File: config.mk
export PLATFORM = sky130hd
export DESIGN_NAME = cpu_ctrl_fsm
export DESIGN_NICKNAME = d
export VERILOG_FILES = /design/src/rtl/cpu_ctrl_fsm.sv
export SDC_FILE = /design/constraint.sdc
export NUM_CORES = 1
export LEC_CHECK = 0
export ABC_AREA = 1
export BUFFER_PORTS_ARGS = -buffer_cell sky130_fd_sc_hd__buf_4
export CORE_MARGIN = 1.5
export CORE_UTILIZATION = 35
export CTS_CLUSTER_SIZE = 40
export DETAILED_ROUTE_END_ITERATION = 10
export GPL_TIMING_DRIVEN = 0
export PLACE_DENSITY = 0.79
export SYNTH_ARGS = -nofsm -noshare
export SYNTH_HDL_FRONTEND = slang
export SYNTH_SLANG_ARGS = --single-unit
File: constraint.sdc
create_clock -name clk -period 1.27 [get_ports clk]
set_input_delay 0.1905 -clock clk [delete_from_list [all_inputs] [get_ports clk]]
set_output_delay 0.1905 -clock clk [all_outputs]
set_load 0.1 [all_outputs]
File: src/rtl/cpu_ctrl_fsm.sv
// cpu_ctrl_fsm: control unit for the 9-bit multicycle CPU.
// Holds the instruction register and sequences each instruction over
// T0..T3, driving the datapath bus select and the load enables.
//
// Ports:
//   clk      in   rising-edge clock
//   rst      in   synchronous active-high reset
//   run      in   start request, sampled only in T0
//   din      in   external data/instruction word (op[8:6], rx[5:3], ry[2:0])
//   bus_sel  out  one-hot bus select: bit0=DIN, bit1=G, bit2..9=R0..R7
//   rin      out  register load enables, bit n loads Rn
//   ain      out  load A from the bus
//   gin      out  load G from the ALU
//   add_sub  out  ALU op, 0=add 1=sub
//   irin     out  IR load strobe
//   ir       out  current instruction register (registered)
//   done     out  one-cycle completion pulse
module cpu_ctrl_fsm #(
    parameter int unsigned DW    = 9,
    parameter int unsigned SEL_W = 10
) (
    input  logic             clk,
    input  logic             rst,
    input  logic             run,
    input  logic [DW-1:0]    din,
    output logic [SEL_W-1:0] bus_sel,
    output logic [7:0]       rin,
    output logic             ain,
    output logic             gin,
    output logic             add_sub,
    output logic             irin,
    output logic [DW-1:0]    ir,
    output logic             done
);

    localparam int unsigned NREG = 8;

    localparam logic [1:0] T0 = 2'd0;
    localparam logic [1:0] T1 = 2'd1;
    localparam logic [1:0] T2 = 2'd2;
    localparam logic [1:0] T3 = 2'd3;

    localparam logic [2:0] OP_MV  = 3'b000;
    localparam logic [2:0] OP_MVI = 3'b001;
    localparam logic [2:0] OP_ADD = 3'b010;
    localparam logic [2:0] OP_SUB = 3'b011;

    localparam logic [SEL_W-1:0] SEL_DIN = SEL_W'(1);
    localparam logic [SEL_W-1:0] SEL_G   = SEL_W'(2);
    // R0 sits at bit 2; register n is this value shifted left by n
    localparam logic [SEL_W-1:0] SEL_R0  = SEL_W'(4);

    logic [1:0]    state_q, state_d;
    logic [DW-1:0] ir_q, ir_d;

    logic [2:0] op, rx, ry;

    assign op = ir_q[8:6];
    assign rx = ir_q[5:3];
    assign ry = ir_q[2:0];
    assign ir = ir_q;

    // Next-state and output decode
    always_comb begin
        state_d = state_q;
        ir_d    = ir_q;
        bus_sel = SEL_DIN;
        rin     = '0;
        ain     = 1'b0;
        gin     = 1'b0;
        add_sub = 1'b0;
        irin    = 1'b0;
        done    = 1'b0;

        case (state_q)
            T0: begin
                irin = run;
                if (run) begin
                    ir_d    = din;
                    state_d = T1;
                end
            end
            T1: begin
                case (op)
                    OP_MV: begin
                        bus_sel = SEL_R0 << ry;
                        rin     = NREG'(1) << rx;
                        done    = 1'b1;
                        state_d = T0;
                    end
                    OP_MVI: begin
                        // immediate is taken straight from din this cycle
                        rin     = NREG'(1) << rx;
                        done    = 1'b1;
                        state_d = T0;
                    end
                    OP_ADD, OP_SUB: begin
                        bus_sel = SEL_R0 << rx;
                        ain     = 1'b1;
                        state_d = T2;
                    end
                    default: begin
                        // reserved opcodes complete as a NOP
                        done    = 1'b1;
                        state_d = T0;
                    end
                endcase
            end
            T2: begin
                bus_sel = SEL_R0 << ry;
                gin     = 1'b1;
                add_sub = (op == OP_SUB);
                state_d = T3;
            end
            T3: begin
                bus_sel = SEL_G;
                rin     = NREG'(1) << rx;
                done    = 1'b1;
                state_d = T0;
            end
            default: state_d = T0;
        endcase
    end

    // State and IR registers
    always_ff @(posedge clk) begin
        if (rst) begin
            state_q <= T0;
            ir_q    <= '0;
        end else begin
            state_q <= state_d;
            ir_q    <= ir_d;
        end
    end

endmodule

==> flow_metrics.tcl, run 1 <==
set metrics [dict create \
    ios 44 \
    place_area_um2 1370 \
    synth_seq_cells 11 \
    h-tree-depth 1 \
    haltStage "clock tree synthesis (4_1_cts)" \
    clock_path_buffers 2 \
    stop_error "[ERROR DPL-0038] Utilization greater than 100%, impossible to legalize" \
    root_buffer "clkbuf_4" \
    die-width_um 48.7 \
    cts_sinks 11 \
    yosysUniqueCellTypes 16 \
    syn_nets 139 \
    synthCells 127 \
    rows 16 \
    numCtsBuffers 3 \
    cts_hold_buf 0 \
    synth_area_um2 731 \
    post-cts-setup-buffer-count 16 \
    status "stopped before the end" \
    dpl_worst_slack_ps -585 \
    cts_resized 124 \
    gp_congestion 0.740 \
    dieHeight_um 48.7 \
    dpl.hpwl_um 1780 \
    ys_warn_count 0 \
    port_buffers 43 \
    seq_area_frac_synth_pct 30.1 \
    start_util_pct 37.2 \
    synth.avg_cell_area_um2 5.75 \
]
-- through the flow --
stage,instances,utilization [%]
after floorplan,127,-
after global placement,197,70.0
after detailed placement,197,70.0
-- cell usage after synthesis (all sizes together) --
cell    number  area (µm²)
nor2        18        70.1
o21ai        3        18.8
or2          6        37.5
a21oi       11        55.1
dfxtp       11         220
nor3         6        30.0
clkbuf       1        3.75
nand2       47         181
nand3        9        57.6
inv         15        56.3
-- cells by family after synthesis --
group,after synthesis,synth area share [%]
buf+inv,16,8.22
flops,11,30.1
simple gates,86,51.5
compound gates,14,10.1
==> run 2, diff against run 1 <==
--- a/config.mk
+++ b/config.mk
@@ -8,11 +8,10 @@
 export ABC_AREA = 1
 export BUFFER_PORTS_ARGS = -buffer_cell sky130_fd_sc_hd__buf_4
 export CORE_MARGIN = 1.5
-export CORE_UTILIZATION = 35
-export CTS_CLUSTER_SIZE = 40
+export CORE_UTILIZATION = 20
 export DETAILED_ROUTE_END_ITERATION = 10
 export GPL_TIMING_DRIVEN = 0
-export PLACE_DENSITY = 0.79
+export PLACE_DENSITY_LB_ADDON = 0.15
 export SYNTH_ARGS = -nofsm -noshare
 export SYNTH_HDL_FRONTEND = slang
 export SYNTH_SLANG_ARGS = --single-unit
==> run 2 against run 1 <==
The flow now finishes, with violations (setup timing). Synthesized area unchanged. Synthesized cell count did not move.
==> flow_metrics.tcl, run 2 <==
set metrics [dict create \
    h-tree-depth 1 \
    async_flop_share_pct 0 \
    die-width_um 63.4 \
    wl_um 2880 \
    synth.avg_cell_area_um2 5.75 \
    start_util_pct 21.4 \
    power_leakage_nw 0.875 \
    setup.worst_path.class "register to output port" \
    violations "setup timing" \
    skew_ps 1.50 \
    cts_sinks 11 \
    most-common-layout-cells "buf_4, nand2_1, buf_12" \
    netlist.area_leader.share_pct 30.1 \
    numCtsBuffers 3 \
    grt_start_max_net_pins 11 \
    ios 44 \
    rsz0062_at_grt "yes" \
    syn_nets 139 \
    ys_top_cells_by_count "nand2_1, nor2_1, a21oi_1, dfxtp_1, inv_1" \
    maxCapViolations 0 \
    yosysMostFrequentCell "nand2_1" \
    p_per_area_nw_per_um2 652 \
    core_um2 3420 \
    synth_seq_cells 11 \
    area_growth_pct 192 \
    yosysUniqueCellTypes 16 \
    setup_violations 21 \
    dieHeight_um 63.4 \
    synthCells 127 \
    drt-initial-drc-count 41 \
    gp_congestion 0.746 \
    required_ps 1080 \
    antenna_found_initial 0 \
    grt_util_all_layers_pct 14.8 \
    seq_area_frac_synth_pct 30.1 \
    final_common_cell "buf_4" \
    insertion_delay_ps 260 \
    postLayoutCoreUtil_pct 62.5 \
    root_buffer "clkbuf_4" \
    status "complete, but fails checks" \
    drc 0 \
    firstDrtPassIters 4 \
    synth_top_area_cell "dfxtp_1" \
    port_buffers 43 \
    finalHoldViolCount 0 \
    cp.arrival_ps 1500 \
    final_layout_size_suffix_gt1_share_pct 73.5 \
    max_freq_mhz 591 \
    clock_path_buffers 2 \
    fin_ws_ps -421 \
    end_kind "output port" \
    routedWlPerCell_um 11.9 \
    diodes 0 \
    grt_pass1_wl_um 4740 \
    overflow 0 \
    ir_drop_mv 0.499 \
    netlist_top_cells_area "dfxtp_1, nand2_1, nor2_1" \
    nNetsFinal 209 \
    fin_crit_sh_pct 133 \
    hp-class "input port to register" \
    fin_cells 242 \
    tightest_slew_ps 447 \
    dpl.hpwl_um 1880 \
    detail-route-antenna-nets 0 \
    synth-edff-count 0 \
    place_area_um2 1400 \
    slew_viol_final 0 \
    cts_tree "yes" \
    dieArea_um2 4030 \
    period_needed_ps 1690 \
    cp-start-kind "register" \
    ys_warn_count 0 \
    synth_area_um2 731 \
    grt_pass1_vias 1039 \
    maxSlewHeadroom_pct 70.2 \
    viasPerCell 4.30 \
    final.setup.tns_ps -7450 \
    hold_ws_ps 82.8 \
    clk_pin_slew_ps 70 \
    timing.critical_path.fanout_max 7 \
    rows 21 \
    ys.flop_type "dfxtp_1" \
    largest_reg_flops 9 \
    route.vias.total 1040 \
    dpl.cell_count 216 \
    design_area_um2 2130 \
]
==> run 2: layer usage <==
metal	vias to the layer above	track usage (%)	wire length (µm)
li1	537	-	-
met1	474	18.2	1180
met2	27	26.4	1590
met3	2	1.61	93
met4	0	4.89	14
met5	-	0	0
==> run 2: repair_timing <==
| action | CTS | global route |
|---|---|---|
| gates resized for setup | 117 | 15 |
| pin swaps | 13 | 7 |
| hold buffers | 0 | 0 |
| endpoints found under the setup margin | 23 | 25 |
| setup buffers | 17 | 6 |
| cloned | 0 | 0 |
==> run 2: cells by family (layout without fill, tap and decap cells) <==
family / count (synthesis) / in the layout / synth area share, %
compound gates: 14 / 14 / 10.1
buf+inv: 16 / 85 / 8.22
flops: 11 / 11 / 30.1
simple gates: 86 / 86 / 51.5
==> run 2: layout make-up <==
type	count	area (µm²)
Fill cell	281	1280
Multi-Input combinational cell	100	891
Timing Repair Buffer	65	826
Sequential cell	11	254
Inverter	15	76.3
Tap cell	46	57.6
Clock buffer	4	26.3
Buffer	1	3.75
==> run 2: power breakdown <==
part | internal, mW | switching (mW)
registers | 0.360 | 0.0423
clock network | 0.121 | 0.109
logic | 0.272 | 0.487
total | 0.753 | 0.639
==> run 2: worst max-delay path: stages (launching register included) <==
cell     delay (ps)
dfxtp_4         370
nor2_4          130
nand2_2          90
o21ai_4         150
buf_12          190
nand2_4          80
nand2_8          70
buf_12          160
==> run 2: final timing paths <==
check | start | endpoint | slack, ps | depth (start not counted)
worst max register to register | ir[7] | register | 220 | 5
worst min register to register | ir[3] | ir[3] | 540 | 2
worst min-delay path | rst | state_q[0] | 80 | 2
worst max-delay path | ir[7] | bus_sel[8] | -420 | 7
==> run 2: metrics by stage <==
step / total power [mW] / worst slack [ps]
global placement: 0.935 / -610
floorplan: 0.822 / -765
finish: 1.39 / -421
detailed placement: 0.939 / -616
global route: 1.45 / -475
CTS: 1.36 / -427
No activity file was read; power rests on OpenSTA's default activity.
==> run 3, diff against run 2 <==
--- a/config.mk
+++ b/config.mk
@@ -9,9 +9,11 @@
 export BUFFER_PORTS_ARGS = -buffer_cell sky130_fd_sc_hd__buf_4
 export CORE_MARGIN = 1.5
 export CORE_UTILIZATION = 20
+export CTS_CLUSTER_SIZE = 16
 export DETAILED_ROUTE_END_ITERATION = 10
 export GPL_TIMING_DRIVEN = 0
 export PLACE_DENSITY_LB_ADDON = 0.15
 export SYNTH_ARGS = -nofsm -noshare
 export SYNTH_HDL_FRONTEND = slang
 export SYNTH_SLANG_ARGS = --single-unit
+export TNS_END_PERCENT = 30
==> run 3 against run 2 <==
The run still ends with setup timing left. Cell count down 5.0%. Sequential power up 1%. Register-to-register slack better by 20 ps. Clock skew about the same. Combinational power down 17%. Clock-buffer cell count unchanged. Critical path type unchanged. Critical endpoint unchanged.
==> flow_metrics.tcl, run 3 (same netlist as run 2, synthesis figures left out) <==
set metrics [dict create \
    dpl.hpwl_um 1890 \
    power_leakage_nw 0.736 \
    maxSlewHeadroom_pct 71.8 \
    skew_ps 1.99 \
    tightest_slew_ps 423 \
    root_buffer "clkbuf_4" \
    overflow 0 \
    die-width_um 63.4 \
    design_power_total_mw 1.27 \
    worstRegToRegCells 5 \
    numCtsBuffers 3 \
    hp-start "rst" \
    required_ps 1080 \
    status "complete, but fails checks" \
    viasPerCell 4.20 \
    route.vias.total 965 \
    most-common-layout-cells "nand2_1, buf_4, buf_12" \
    hold_ws_ps 84.3 \
    fin_crit_sh_pct 129 \
    r2r-start "state_q[0]" \
    routedWlPerCell_um 11.4 \
    cpPeakStageDelay_ps 400 \
    ir_drop_mv 0.499 \
    final_common_cell "nand2_1" \
    largest_reg_flops 9 \
    violations "setup timing" \
    clock_path_buffers 2 \
    start_util_pct 21.4 \
    grt_util_all_layers_pct 14.3 \
    maxCapViolations 0 \
    nNetsFinal 197 \
    ios 44 \
    rows 21 \
    p_per_area_nw_per_um2 705 \
    grt_pass1_wl_um 4650 \
    firstDrtPassIters 4 \
    drc 0 \
    insertion_delay_ps 260 \
    period_needed_ps 1640 \
    diodes 0 \
    clk_pin_slew_ps 70 \
    regToRegSetupSlack_ps 240 \
    cp.arrival_ps 1450 \
    switching_share_pct 46.0 \
    dieArea_um2 4030 \
    worstReg2RegEnd "ir[8]" \
    max_freq_mhz 611 \
    p_int_mw 0.684 \
    cp_cell_sequence "inv_6 -> nor2_4 -> inv_2 -> o21ai_4 -> nand2_2 -> nand2_8 -> buf_12" \
    finalHoldViolCount 0 \
    gp_congestion 0.726 \
    core_um2 3420 \
    cts_sinks 11 \
    port_buffers 43 \
    fill_cells 325 \
    p_sw_mw 0.582 \
    rsz0062_at_grt "yes" \
    multiInputGateArea_um2 684 \
    slew_viol_final 0 \
    grt_pass1_vias 984 \
    antenna_found_initial 0 \
    cp_slowest_cell "dfxtp_4" \
    grt_start_max_net_pins 11 \
    h-tree-depth 1 \
    pwr-share-comb_pct 49.8 \
    area_growth_pct 146 \
    end_kind "output port" \
    worstHoldEndpoint "state_q[0]" \
    dieHeight_um 63.4 \
    whs_path_depth 2 \
    seq_power_share_pct 32.2 \
    hp-class "input port to register" \
    drt-initial-drc-count 35 \
    regArea_um2 254 \
    fin_ws_ps -366 \
    cts_tree "yes" \
    cp-start-kind "register" \
    timing.critical_path.fanout_max 7 \
    setup.worst_path.class "register to output port" \
    final_layout_size_suffix_gt1_share_pct 64.1 \
    p_clk_share_pct 18.1 \
    detail-route-antenna-nets 0 \
    setup_violations 22 \
    wl_um 2620 \
]
==> run 3: cell types whose count changed in the layout (fill, tap and decap cells not counted), moves of 3 or more <==
cell / previous run / this run
nand2_2: 4 / 10
nand2_4: 6 / 2
buf_6: 8 / 1
nor3_2: 4 / 0
nand3_1: 7 / 2
nand2_8: 12 / 1
nor3_1: 1 / 5
nand2_1: 25 / 34
or2_0: 0 / 3
nand3_2: 0 / 5
or2_4: 6 / 1
buf_4: 32 / 28
==> run 3: layout make-up <==
cell class / instances / share of cell area [%]
Buffer: 1 / 0.209
Clock buffer: 4 / 1.46
Inverter: 15 / 4.32
Multi-Input combinational cell: 100 / 38.1
Sequential cell: 11 / 14.1
Tap cell: 46 / 3.21
Timing Repair Buffer: 53 / 38.5
==> run 3: worst max path at each step <==
stage / end / slack [ps] / cells past startpoint
2_1_floorplan: add_sub / -770 / 4
3_3_place_gp: rin[3] / -550 / 4
3_5_place_dp: rin[6] / -590 / 4
4_1_cts: bus_sel[3] / -390 / 7
5_1_grt: bus_sel[5] / -450 / 6
6_report: bus_sel[8] / -370 / 7
==> run 3: metrics by stage <==
| stage | std cells | utilization (%) | TNS, ps | area [µm²] | setup WS (ps) |
|---|---|---|---|---|---|
| after floorplan | 127 | - | -12510 | 902 | -765 |
| after global placement | 216 | 37.5 | -7290 | 1280 | -546 |
| after detailed placement | 216 | 37.5 | -7830 | 1280 | -590 |
| after CTS | 224 | 49.8 | -6510 | 1700 | -391 |
| after global routing | 230 | 52.6 | -8030 | 1800 | -446 |
| final | 230 | 52.6 | -6220 | 1800 | -366 |
==> run 3: routing by layer <==
layer  wire [µm]  track usage [%]  vias up
met5           0                0        -
met4          21             5.71        0
met3         106             1.61        2
met2        1430             25.5       28
met1        1060             17.3      421
li1            -                -      514
==> run 3: power by group through the flow <==
stage	Combinational (mW)	Clock [mW]	Sequential, mW
final	0.630	0.229	0.408
after global routing	0.665	0.268	0.413
after CTS	0.609	0.241	0.407
after detailed placement	0.510	0	0.410
after floorplan	0.274	0	0.528
after global placement	0.506	0	0.409
==> run 3: worst max-delay path, delay by kind of cell (launching register included) <==
family | cells | cell delay [ps]
compound gates | 1 | 110
buf+inv | 3 | 300
flops | 1 | 400
simple gates | 3 | 360
==> run 3: repair_timing <==
action,in CTS,in global routing
pin swaps,11,11
hold buffers,0,0
setup buffers,4,6
gates resized for setup,89,15
endpoints found under the setup margin,23,25
